===== config.mk =====
export PLATFORM = sky130hd
export DESIGN_NAME = ps2_receptor
export DESIGN_NICKNAME = d
export VERILOG_FILES = /design/src/rtl/ps2_receptor.sv
export SDC_FILE = /design/constraint.sdc
export NUM_CORES = 1
export LEC_CHECK = 0
export BUFFER_PORTS_ARGS = -buffer_cell sky130_fd_sc_hd__buf_2
export CORE_ASPECT_RATIO = 2
export CORE_MARGIN = 3
export CORE_UTILIZATION = 30
export CTS_CLUSTER_DIAMETER = 60
export DETAILED_ROUTE_END_ITERATION = 12
export PLACE_DENSITY = 0.45
export SETUP_SLACK_MARGIN = 0.15
export SKIP_LAST_GASP = 1
export SLEW_MARGIN = 40
export SYNTH_ARGS = -nofsm -noshare
export SYNTH_HDL_FRONTEND = slang
export SYNTH_SLANG_ARGS = --single-unit

===== constraint.sdc =====
create_clock -name Clk_F -period 2.5 [get_ports Clk_F]
set_clock_uncertainty 0.2 [all_clocks]
set_input_delay 0.5 -clock Clk_F [delete_from_list [all_inputs] [get_ports Clk_F]]
set_output_delay 0.5 -clock Clk_F [all_outputs]
set_load 0.01 [all_outputs]

===== src/rtl/ps2_receptor.sv =====
// PS/2 keyboard receiver: synchronizes and glitch-filters the raw line, deserializes
// 11-bit frames and presents each valid scan code on ps2_Rx with a one-cycle rx_done.
module ps2_receptor #(
  parameter int unsigned FILTER_LEN  = 8,
  parameter int unsigned TIMEOUT_CYC = 20000
) (
  input  logic       Clk_F,
  input  logic       Reset_F,
  input  logic       ps2_clk,
  input  logic       ps2_data,
  output logic [7:0] ps2_Rx,
  output logic       rx_done,
  output logic       frame_err
);

  localparam logic [15:0] TmoLast = 16'(TIMEOUT_CYC - 1);

  typedef enum logic [1:0] {StIdle, StData, StParity, StStop} state_e;

  state_e                state_q, state_d;
  logic                  clk_s1_q, clk_s2_q, dat_s1_q, dat_s2_q;
  logic [FILTER_LEN-1:0] hist_q, hist_d;
  logic                  fclk_q, fclk_d;
  logic                  fall_edge;
  logic [2:0]            bit_cnt_q, bit_cnt_d;
  logic [7:0]            shift_q, shift_d;
  logic                  parity_q, parity_d;
  logic [15:0]           tmo_q, tmo_d;
  logic                  timeout;
  logic                  frame_ok;
  logic [7:0]            rx_q, rx_d;
  logic                  rx_done_q, rx_done_d;
  logic                  frame_err_q, frame_err_d;

  // Clock-line filter: fclk only follows a level seen on FILTER_LEN consecutive samples.
  always_comb begin
    hist_d = {hist_q[FILTER_LEN-2:0], clk_s2_q};
    fclk_d = fclk_q;
    if (hist_q == '0) begin
      fclk_d = 1'b0;
    end else if (&hist_q) begin
      fclk_d = 1'b1;
    end
    fall_edge = fclk_q & ~fclk_d;
  end

  always_ff @(posedge Clk_F or negedge Reset_F) begin
    if (!Reset_F) begin
      clk_s1_q <= 1'b1;
      clk_s2_q <= 1'b1;
      dat_s1_q <= 1'b1;
      dat_s2_q <= 1'b1;
      hist_q   <= '1;
      fclk_q   <= 1'b1;
    end else begin
      clk_s1_q <= ps2_clk;
      clk_s2_q <= clk_s1_q;
      dat_s1_q <= ps2_data;
      dat_s2_q <= dat_s1_q;
      hist_q   <= hist_d;
      fclk_q   <= fclk_d;
    end
  end

  assign timeout = (state_q != StIdle) && (tmo_q == TmoLast);

  // State register
  always_ff @(posedge Clk_F or negedge Reset_F) begin
    if (!Reset_F) begin
      state_q <= StIdle;
    end else begin
      state_q <= state_d;
    end
  end

  // Next-state logic; a falling edge in the same cycle as a timeout takes priority.
  always_comb begin
    state_d = state_q;
    unique case (state_q)
      StIdle:   if (fall_edge && !dat_s2_q) state_d = StData;
      StData:   if (fall_edge && bit_cnt_q == 3'd7) state_d = StParity;
      StParity: if (fall_edge) state_d = StStop;
      StStop:   if (fall_edge) state_d = StIdle;
      default:  state_d = StIdle;
    endcase
    if (timeout && !fall_edge) begin
      state_d = StIdle;
    end
  end

  always_comb begin
    bit_cnt_d = bit_cnt_q;
    shift_d   = shift_q;
    parity_d  = parity_q;
    tmo_d     = (state_q == StIdle || fall_edge) ? 16'd0 : tmo_q + 16'd1;
    if (fall_edge) begin
      unique case (state_q)
        StIdle: begin
          bit_cnt_d = 3'd0;
          shift_d   = 8'h00;
        end
        StData: begin
          shift_d[bit_cnt_q] = dat_s2_q;
          bit_cnt_d          = bit_cnt_q + 3'd1;
        end
        StParity: parity_d = dat_s2_q;
        default: ;
      endcase
    end
  end

  // Output logic: stop bit must be 1 and data plus parity must have odd weight.
  always_comb begin
    frame_ok    = dat_s2_q & (^{shift_q, parity_q});
    rx_done_d   = (state_q == StStop) && fall_edge && frame_ok;
    frame_err_d = ((state_q == StStop) && fall_edge && !frame_ok) || (timeout && !fall_edge);
    rx_d        = rx_done_d ? shift_q : rx_q;
  end

  always_ff @(posedge Clk_F or negedge Reset_F) begin
    if (!Reset_F) begin
      bit_cnt_q   <= 3'd0;
      shift_q     <= 8'h00;
      parity_q    <= 1'b0;
      tmo_q       <= 16'd0;
      rx_q        <= 8'h00;
      rx_done_q   <= 1'b0;
      frame_err_q <= 1'b0;
    end else begin
      bit_cnt_q   <= bit_cnt_d;
      shift_q     <= shift_d;
      parity_q    <= parity_d;
      tmo_q       <= tmo_d;
      rx_q        <= rx_d;
      rx_done_q   <= rx_done_d;
      frame_err_q <= frame_err_d;
    end
  end

  assign ps2_Rx    = rx_q;
  assign rx_done   = rx_done_q;
  assign frame_err = frame_err_q;

endmodule


# Word-level counts from Yosys, hierarchy flattened
# Cells that the tools add are included.
# op_classes
add_sub_neg	2
magnitude_cmp	2
eq_ne	9
muxes	14
bitwise	3
n_reduce_logical	22
# ops
operator	n
$add A16 B1 Y16 const B	1
$eq A16 B15 Y1 const B	1
$mux W16	1
$pmux W8 S2	1
$ne A3 B3 Y1 const B	4
$mux W2	5
$reduce_xor A9 Y1	1
$bwmux W8	1
$logic_and A1 B1 Y1	8
$logic_not A8 Y1	1
$pmux W2 S4	1
$reduce_and A8 Y1	1
$pmux W3 S2	1
$eq A2 B2 Y1 const B	2
$lt A3 B4 Y1 const B	1
$reduce_and A2 Y1	2
$reduce_and A4 Y1	1
$reduce_bool A2 Y1	2
$add A3 B1 Y3 const B	1
$demux W1 S3	1
$eq A3 B3 Y1 const B	1
$ge A3 B1 Y1 const B	1
$logic_not A1 Y1	3
$mux W1	3
5 further kinds	7
# totals
ff_bits	53
inputBits	4
output_inout_bits	10
word_cells	66

# Logic depth before layout (Yosys ltp)
# Gate-level depths: netlist of run 1.
# logic_depth
ltp_word	9
mapped_depth	7
ltp_nobuf	7

# Worst setup path after synthesis of run 1
# OpenSTA, ideal clock, no wires.
# synth_path
kind	reg2reg
from	reg hist_q[1]
to	reg rx_q[0] (netlist: ps2_Rx[0])
setup_time_ns	0.125
t_arrival_ns	1.730
t_required_ns	2.175
path_slack_ns	0.445
stages_incl_launch_ff	7
path_buffers	1
synth_period_minus_slack_ns	2.055
path_cell_list	dfstp_2 > nor4_1 > and3_1 > buf_4 > nand3_4 > nor2_8 > mux2_4
# synth_between
elab_chain_cells	7
word_cells_on_any_way	8
classes_between	mux: 2; bitwise: 2; reduce/logical: 4
# synth_rtl
element	line_no	source
from (decl)	22	logic [FILTER_LEN-1:0] hist_q, hist_d;
from (signal assigned)	60	hist_q <= hist_d;
$reduce_and A8 Y1	41	end else if (&hist_q) begin
$mux W1	41	
$mux W1 *	39	if (hist_q == '0) begin
$not A1 Y1 *	44	fall_edge = fclk_q & ~fclk_d;
$and A1 B1 Y1 *	44	
$logic_and A1 B1 Y1 * (2 in series)	115	rx_done_d = (state_q == StStop) && fall_edge && frame_ok;
net rx_done_d	32	logic rx_done_q, rx_done_d;
to (signal assigned)	134	rx_q <= rx_d;
to (decl)	31	logic [7:0] rx_q, rx_d;
# Mark *: on every way through the listed nets, which the timed path passes. The rest lies on a longest branch.
# A chain may end at the register's enable or synchronous reset.

# Worst setup path after layout of run 1
# layout_path
from	reg shift_q[5]
to	reg rx_q[4] (netlist: ps2_Rx[4])
# layout_between
elab_chain_cells	3
# layout_rtl
element	line_no	source
from (decl)	26	logic [7:0] shift_q, shift_d;
from (signal assigned)	131	shift_q <= shift_d;
$reduce_xor A9 Y1	114	frame_ok = dat_s2_q & (^{shift_q, parity_q});
$and A1 B1 Y1	114	
$logic_and A1 B1 Y1	115	
net rx_done_d	32	
# The timed path passes the listed nets, and every way through them passes these cells.

==> qor.yml, run 1 <==
setup_path:
  critPathMaxStageDelay_ps: 440
  crit_path_start: "shift_q[5]$_DFFE_PN0P_"
  crit_path_end_kind: "flop"
  r2r_setup_slack_ps: 280
  crit_type: "flop to flop"
  start_kind: "flop"
  crit_chain: "xnor2_1, xnor3_2, xnor2_4, nor2_8, mux2_4"
  cp_max_fo: 9
  cp.arrival_ps: 2200
  cp_slowest_cell: "xnor3_2"
  r2r_start: "shift_q[5]$_DFFE_PN0P_"
  required_ps: 2480
grt:
  grt_pass1_vias: 1630
  grt_util_all_layers: 0.113
  overflow: 0
  grt_max_degree: 29
  antenna_found_initial: 0
  grt_first_pass_wirelength_mm: 8.18
synth:
  synth_most_common_cell: "dfrtp_1"
  synth_edf_count: 0
  async_flop_share: 1.00
  syn-cell-area_um2: 2470
  ys_seq_area_frac: 0.543
  synth_top_cell_by_area: "dfrtp_1"
  synth_cell_types: 44
  synth_top_area_frac: 0.405
  synthTopCellsByArea: "dfrtp_1 40%, dfstp_2 14%, mux2_4 4.9%, ha_1 3.5%, xor2_1 3.2%"
  ys_top_cells_by_count: "40 x dfrtp_1, 18 x nor2_1, 14 x nand2_1"
  synth_fp_nets: 221
  synth_ff_type: "dfrtp_1"
  synth_warnings: 0
  synth_seq_cells: 53
  syn_avg_cell_area_um2: 11.8
  synthCells: 210
die:
  die_x_um: 70.2
  io_pins: 14
  initial_core_util: 0.309
  die-area_um2: 9430
  chipHeight_um: 134
  core-area_um2: 8000
  rows: 46
sta:
  post-route-period-util: 0.888
  rsz0062_at_grt: "false"
  relSlewSlack: 0.577
  min_period_ps: 2220
  max_freq_mhz: 450
  worstMarginPinSlew_ps: 634
  setup_tns_ps: 0
  setup_viol: 0
  slew_viol_final: 0
  hold_viol: 0
drt:
  first_pass_iters: 4
  drtIter0Drc: 80
  via_count: 1593
  totalWireLength_mm: 4.73
  route.detailed.drc: 0
  wl_per_cell_um: 14.5
  final_antenna_net_count: 0
  vias_per_cell: 4.87
finish:
  antennaDiodeCount: 0
  final_nets: 241
  area_growth_pct: 14.7
  drive_above_1_share: 0.268
placement:
  portBuffers: 13
  gp_congestion: 0.709
  dp_hpwl_mm: 3.52
clock_network:
  cts_hold_buf: 0
  cts_root_buffer: "clkbuf_16"
  cts_sinks: 53
  numCtsBuffers: 5
  clock_latency_ps: 300
  clkTransAtPathRegs_ps: 70
  clk_path_buf_depth: 2
  cts_setup_buffers: 0
  cts_tree: "yes"
  htreeDepth: 2
  cts-resized-gates: 0
min_path:
  hp-class: "primary input to asynchronous set/reset pin"
power_and_ir_drop:
  p_leak_nw: 1.30
  cellPowerDensity_nw_per_um2: 698
  ir_worst_vdd_v: 0.000406
  total_power_mw: 1.98
job:
  maxCapViolCount: 0
run_status:
  outcome: "complete, no violations"
cell usage in the layout (no fill, tap or decap), types with 7 or more instances in the layout:
cell / count
xor2_1: 9
a22o_1: 7
xnor2_1: 8
ha_1: 7
mux2_4: 8
buf_4: 8
buf_2: 13
dfrtp_1: 40
dfstp_2: 13
nand2_1: 14
o21ai_0: 13
nor2_1: 18
worst max-delay path, delay by kind of cell, from the launching register on:
| kind | cells | cell delay (ps) |
|---|---|---|
| flops | 1 | 420 |
| simple gates | 1 | 260 |
| mux | 1 | 330 |
| xor+xnor | 3 | 910 |
state kept, by name, indices dropped and copies added (netlist names), 2 cells and up:
name	count
shift_q	8
state_q	2
bit_cnt_q	3
hist_q	8
ps2_Rx	8
tmo_q	16
routing by layer:
metal  GRT usage  routed length (um)
met2       0.207                2700
met5           0                   0
met4      0.0618                 144
met1       0.118                1750
met3      0.0233                 124
worst paths after layout:
kind | cells after the start | endpoint
setup / recovery | 5 | ps2_Rx[4]$_DFFE_PN0P_
hold / removal | 1 | ps2_Rx[0]$_DFFE_PN0P_
setup reg to reg | 5 | ps2_Rx[4]$_DFFE_PN0P_
hold reg to reg | 0 | clk_s2_q$_DFF_PN1_
max in group asynchronous | 2 | tmo_q[9]$_DFF_PN0_
min in group Clk_F | 1 | clk_s1_q$_DFF_PN1_
where the power goes:
| group | switching [mW] | internal (mW) | total [mW] | leakage (nW) |
|---|---|---|---|---|
| Clock | 0.315 | 0.368 | 0.683 | 0.0696 |
| Combinational | 0.209 | 0.121 | 0.329 | 0.544 |
| Sequential | 0.0450 | 0.921 | 0.966 | 0.688 |
logic make-up after synthesis:
| group | count (synthesis) | synth area share |
|---|---|---|
| muxes | 9 | 0.0526 |
| DFF | 53 | 0.543 |
| adders and majority gates | 7 | 0.0354 |
| buffers and inverters | 15 | 0.0268 |
| xor gates and xnor gates | 19 | 0.0810 |
| and+or+nand+nor | 71 | 0.160 |
| AOI/OAI and AO/OA | 36 | 0.101 |
per-stage QoR:
stage	hold WS [ps]	cells	setup WS [ps]	util	cell area, um2
after global placement	146	319	280	0.337	2690
after global routing	80.3	327	179	0.355	2840
after floorplan	4.41	210	445	-	2470
after CTS	38.8	327	227	0.355	2840
final	13.8	327	280	0.355	2840
after detailed placement	148	319	244	0.337	2690
cell type report:
cell class,count,area (um2)
tap,96,120
timing repair buffer,22,145
clock buffer,5,125
multi-input combinational,142,1060
clock inverter,3,17.5
fill,824,5160
sequential,53,1340
inverter,6,22.5
No activity file was read; power rests on OpenSTA's default activity.
==> inputs of run 2 (changes only) <==
==> constraint.sdc (replaced) <==
create_clock -name Clk_F -period 2.2 [get_ports Clk_F]
set_clock_uncertainty 0.2 [all_clocks]
set_input_delay 0.44 -clock Clk_F [delete_from_list [all_inputs] [get_ports Clk_F]]
set_output_delay 0.44 -clock Clk_F [all_outputs]
set_load 0.01 [all_outputs]
==> run 2 against run 1 <==
Effect of this change:
- die area stayed put
- sequential share of layout area is 2.9 points lower
- largest cell class unchanged
- utilization is 2.4 points higher
- fmax is 7.8% higher
- setup slack worse by 140 ps
- critical path depth stayed put
- highest routed layer unchanged
- largest power group unchanged
- critical path type unchanged
==> qor.yml, run 2 (synthesis gave the netlist of run 1 again) <==
placement:
  dp_hpwl_mm: 3.50  # -0.56%
  portBuffers: 13  # unchanged
  dpl.cell_count: 324  # +1.6%
  gp_congestion: 0.710  # +0.13%
sta:
  setup_viol: 0  # unchanged
  relSlewSlack: 0.780  # +0.203
  slew_viol_final: 0  # unchanged
  max_freq_mhz: 486  # +7.8%
  min_period_ps: 2060  # -161 ps
  setup_tns_ps: 0  # unchanged
  hold_viol: 0  # unchanged
  rsz0062_at_grt: "true"
  post-route-period-util: 0.936  # +0.0478
  worstMarginPinSlew_ps: 328  # -305 ps
clock_network:
  cts_sinks: 53  # unchanged
  clock_latency_ps: 300  # about the same
  cts_root_buffer: "clkbuf_16"
  numCtsBuffers: 5  # unchanged
  htreeDepth: 2  # unchanged
  clk_path_buf_depth: 2  # unchanged
  clkTransAtPathRegs_ps: 70  # about the same
  cts_tree: "yes"
drt:
  vias_per_cell: 4.74  # -2.8%
  wl_per_cell_um: 14.7  # +1.6%
  first_pass_iters: 4  # unchanged
  totalWireLength_mm: 5.01  # +5.9%
  final_antenna_net_count: 0  # unchanged
  drtIter0Drc: 56  # -30%
  via_count: 1615  # +1.4%
  route.detailed.drc: 0  # unchanged
run_status:
  outcome: "complete, no violations"
setup_path:
  crit_path_end_kind: "flop"
  start_kind: "flop"
  cp_max_fo: 5  # -4
  crit_type: "flop to flop"
  cp.arrival_ps: 2040  # -160 ps
  r2r_setup_slack_ps: 140  # -140 ps
  required_ps: 2180  # -300 ps
finish:
  area_growth_pct: 22.5
  layout_common_cells: "38 x dfrtp_1, 19 x buf_4, 17 x nor2_1"
  seqCellArea_um2: 1350  # +0.19%
  nFillCells: 787  # -4.5%
  antennaDiodeCount: 0  # unchanged
  largest_reg_flops: 16  # unchanged
  top_register: "tmo_q"
  multi_input_area_um2: 1140  # +6.9%
  final_common_cell: "dfrtp_1"
  layout.cells.non_filler: 341  # +4.3%
  drive_above_1_share: 0.339  # +0.0704
  final_nets: 255  # +5.8%
grt:
  grt_first_pass_wirelength_mm: 8.19  # about the same
  grt_util_all_layers: 0.114  # +0.000462
  grt_max_degree: 54  # +86%
  grt_pass1_vias: 1627  # -0.18%
  overflow: 0  # unchanged
  antenna_found_initial: 0  # unchanged
die:
  chipHeight_um: 134  # unchanged
  rows: 46  # unchanged
  core-area_um2: 8000  # unchanged
  initial_core_util: 0.309  # unchanged
  io_pins: 14  # unchanged
  die-area_um2: 9430  # unchanged
  die_x_um: 70.2  # unchanged
power_and_ir_drop:
  cellPowerDensity_nw_per_um2: 781  # +12%
  ir_worst_vdd_v: 0.000469  # +16%
  p_leak_nw: 1.38  # +6.3%
job:
  maxCapViolCount: 0  # unchanged
min_path:
  hp-class: "primary input to flop"
## run 2: cell types whose count changed in the layout (fill, tap and decap cells not counted), sizes merged
cell | previous run | this run
dlygate4sd3 | 0 | 1
buf | 22 | 34
clkinv | 2 | 1
clkinvlp | 1 | 0
nor2 | 19 | 20
inv | 6 | 8
## run 2: final cells by class
| type | count | area share |
|---|---|---|
| well taps | 96 | 0.0397 |
| multi-input cells | 143 | 0.376 |
| repair buffers | 35 | 0.0851 |
| clock buffers | 5 | 0.0413 |
| flip-flops and latches | 53 | 0.444 |
| inverters | 6 | 0.00744 |
| clock inverters | 3 | 0.00661 |
## run 2: through the flow
stage          cell area, um2  setup WS, ps  hold slack [ps]  total power, mW   util
6_report                 3030           141             37.7             2.37  0.378
5_1_grt                  3030          74.4             26.8             2.50  0.378
4_1_cts                  2970          96.9             26.6             2.37  0.371
3_5_place_dp             2750          29.3              149             1.55  0.344
3_3_place_gp             2750          62.7              147             1.55  0.344
2_1_floorplan            2480           159            -55.6             1.39      -
## run 2: path summary, 6_finish.rpt
kind                       cells past startpoint                      to              startpoint
hold / removal                                 1      dat_s1_q$_DFF_PN1_                ps2_data
setup reg to reg                               5   ps2_Rx[2]$_DFFE_PN0P_  shift_q[1]$_DFFE_PN0P_
min in group asynchronous                      3  shift_q[0]$_DFFE_PN0P_                 Reset_F
max in group asynchronous                      3        fclk_q$_DFF_PN1_                 Reset_F
hold reg to reg                                0      clk_s2_q$_DFF_PN1_      clk_s1_q$_DFF_PN1_
setup / recovery                               5   ps2_Rx[2]$_DFFE_PN0P_  shift_q[1]$_DFFE_PN0P_
## run 2: where the power goes
group / internal [mW] / total (mW) / leakage [nW] / switching, mW
Combinational: 0.204 / 0.475 / 0.624 / 0.271
Sequential: 1.05 / 1.10 / 0.685 / 0.0558
Clock: 0.425 / 0.787 / 0.0745 / 0.362
## run 2: critical path: stages, from the launching register on
cell and delay, ps:
dfrtp_1 410, xor2_1 170, xnor3_2 480, xnor2_4 190, nor2_8 170, mux2_4 320
## run 2: layer usage
layer,wire length (um),vias to the layer above,track usage
met5,0,-,0
met4,92,0,0.0480
met3,117,5,0.0270
met2,2880,22,0.211
met1,1920,783,0.119
li1,-,805,-
## run 2: timing repair
| item | 4_1_cts | 5_1_grt |
|---|---|---|
| cloned | 1 | 0 |
| hold endpoints to repair | 40 | 0 |
| pin swaps | 5 | 5 |
| buffers inserted | 4 | 3 |
| hold buffers | 1 | 0 |
| resized for setup | 6 | 7 |
| endpoints found under the setup margin | 9 | 12 |
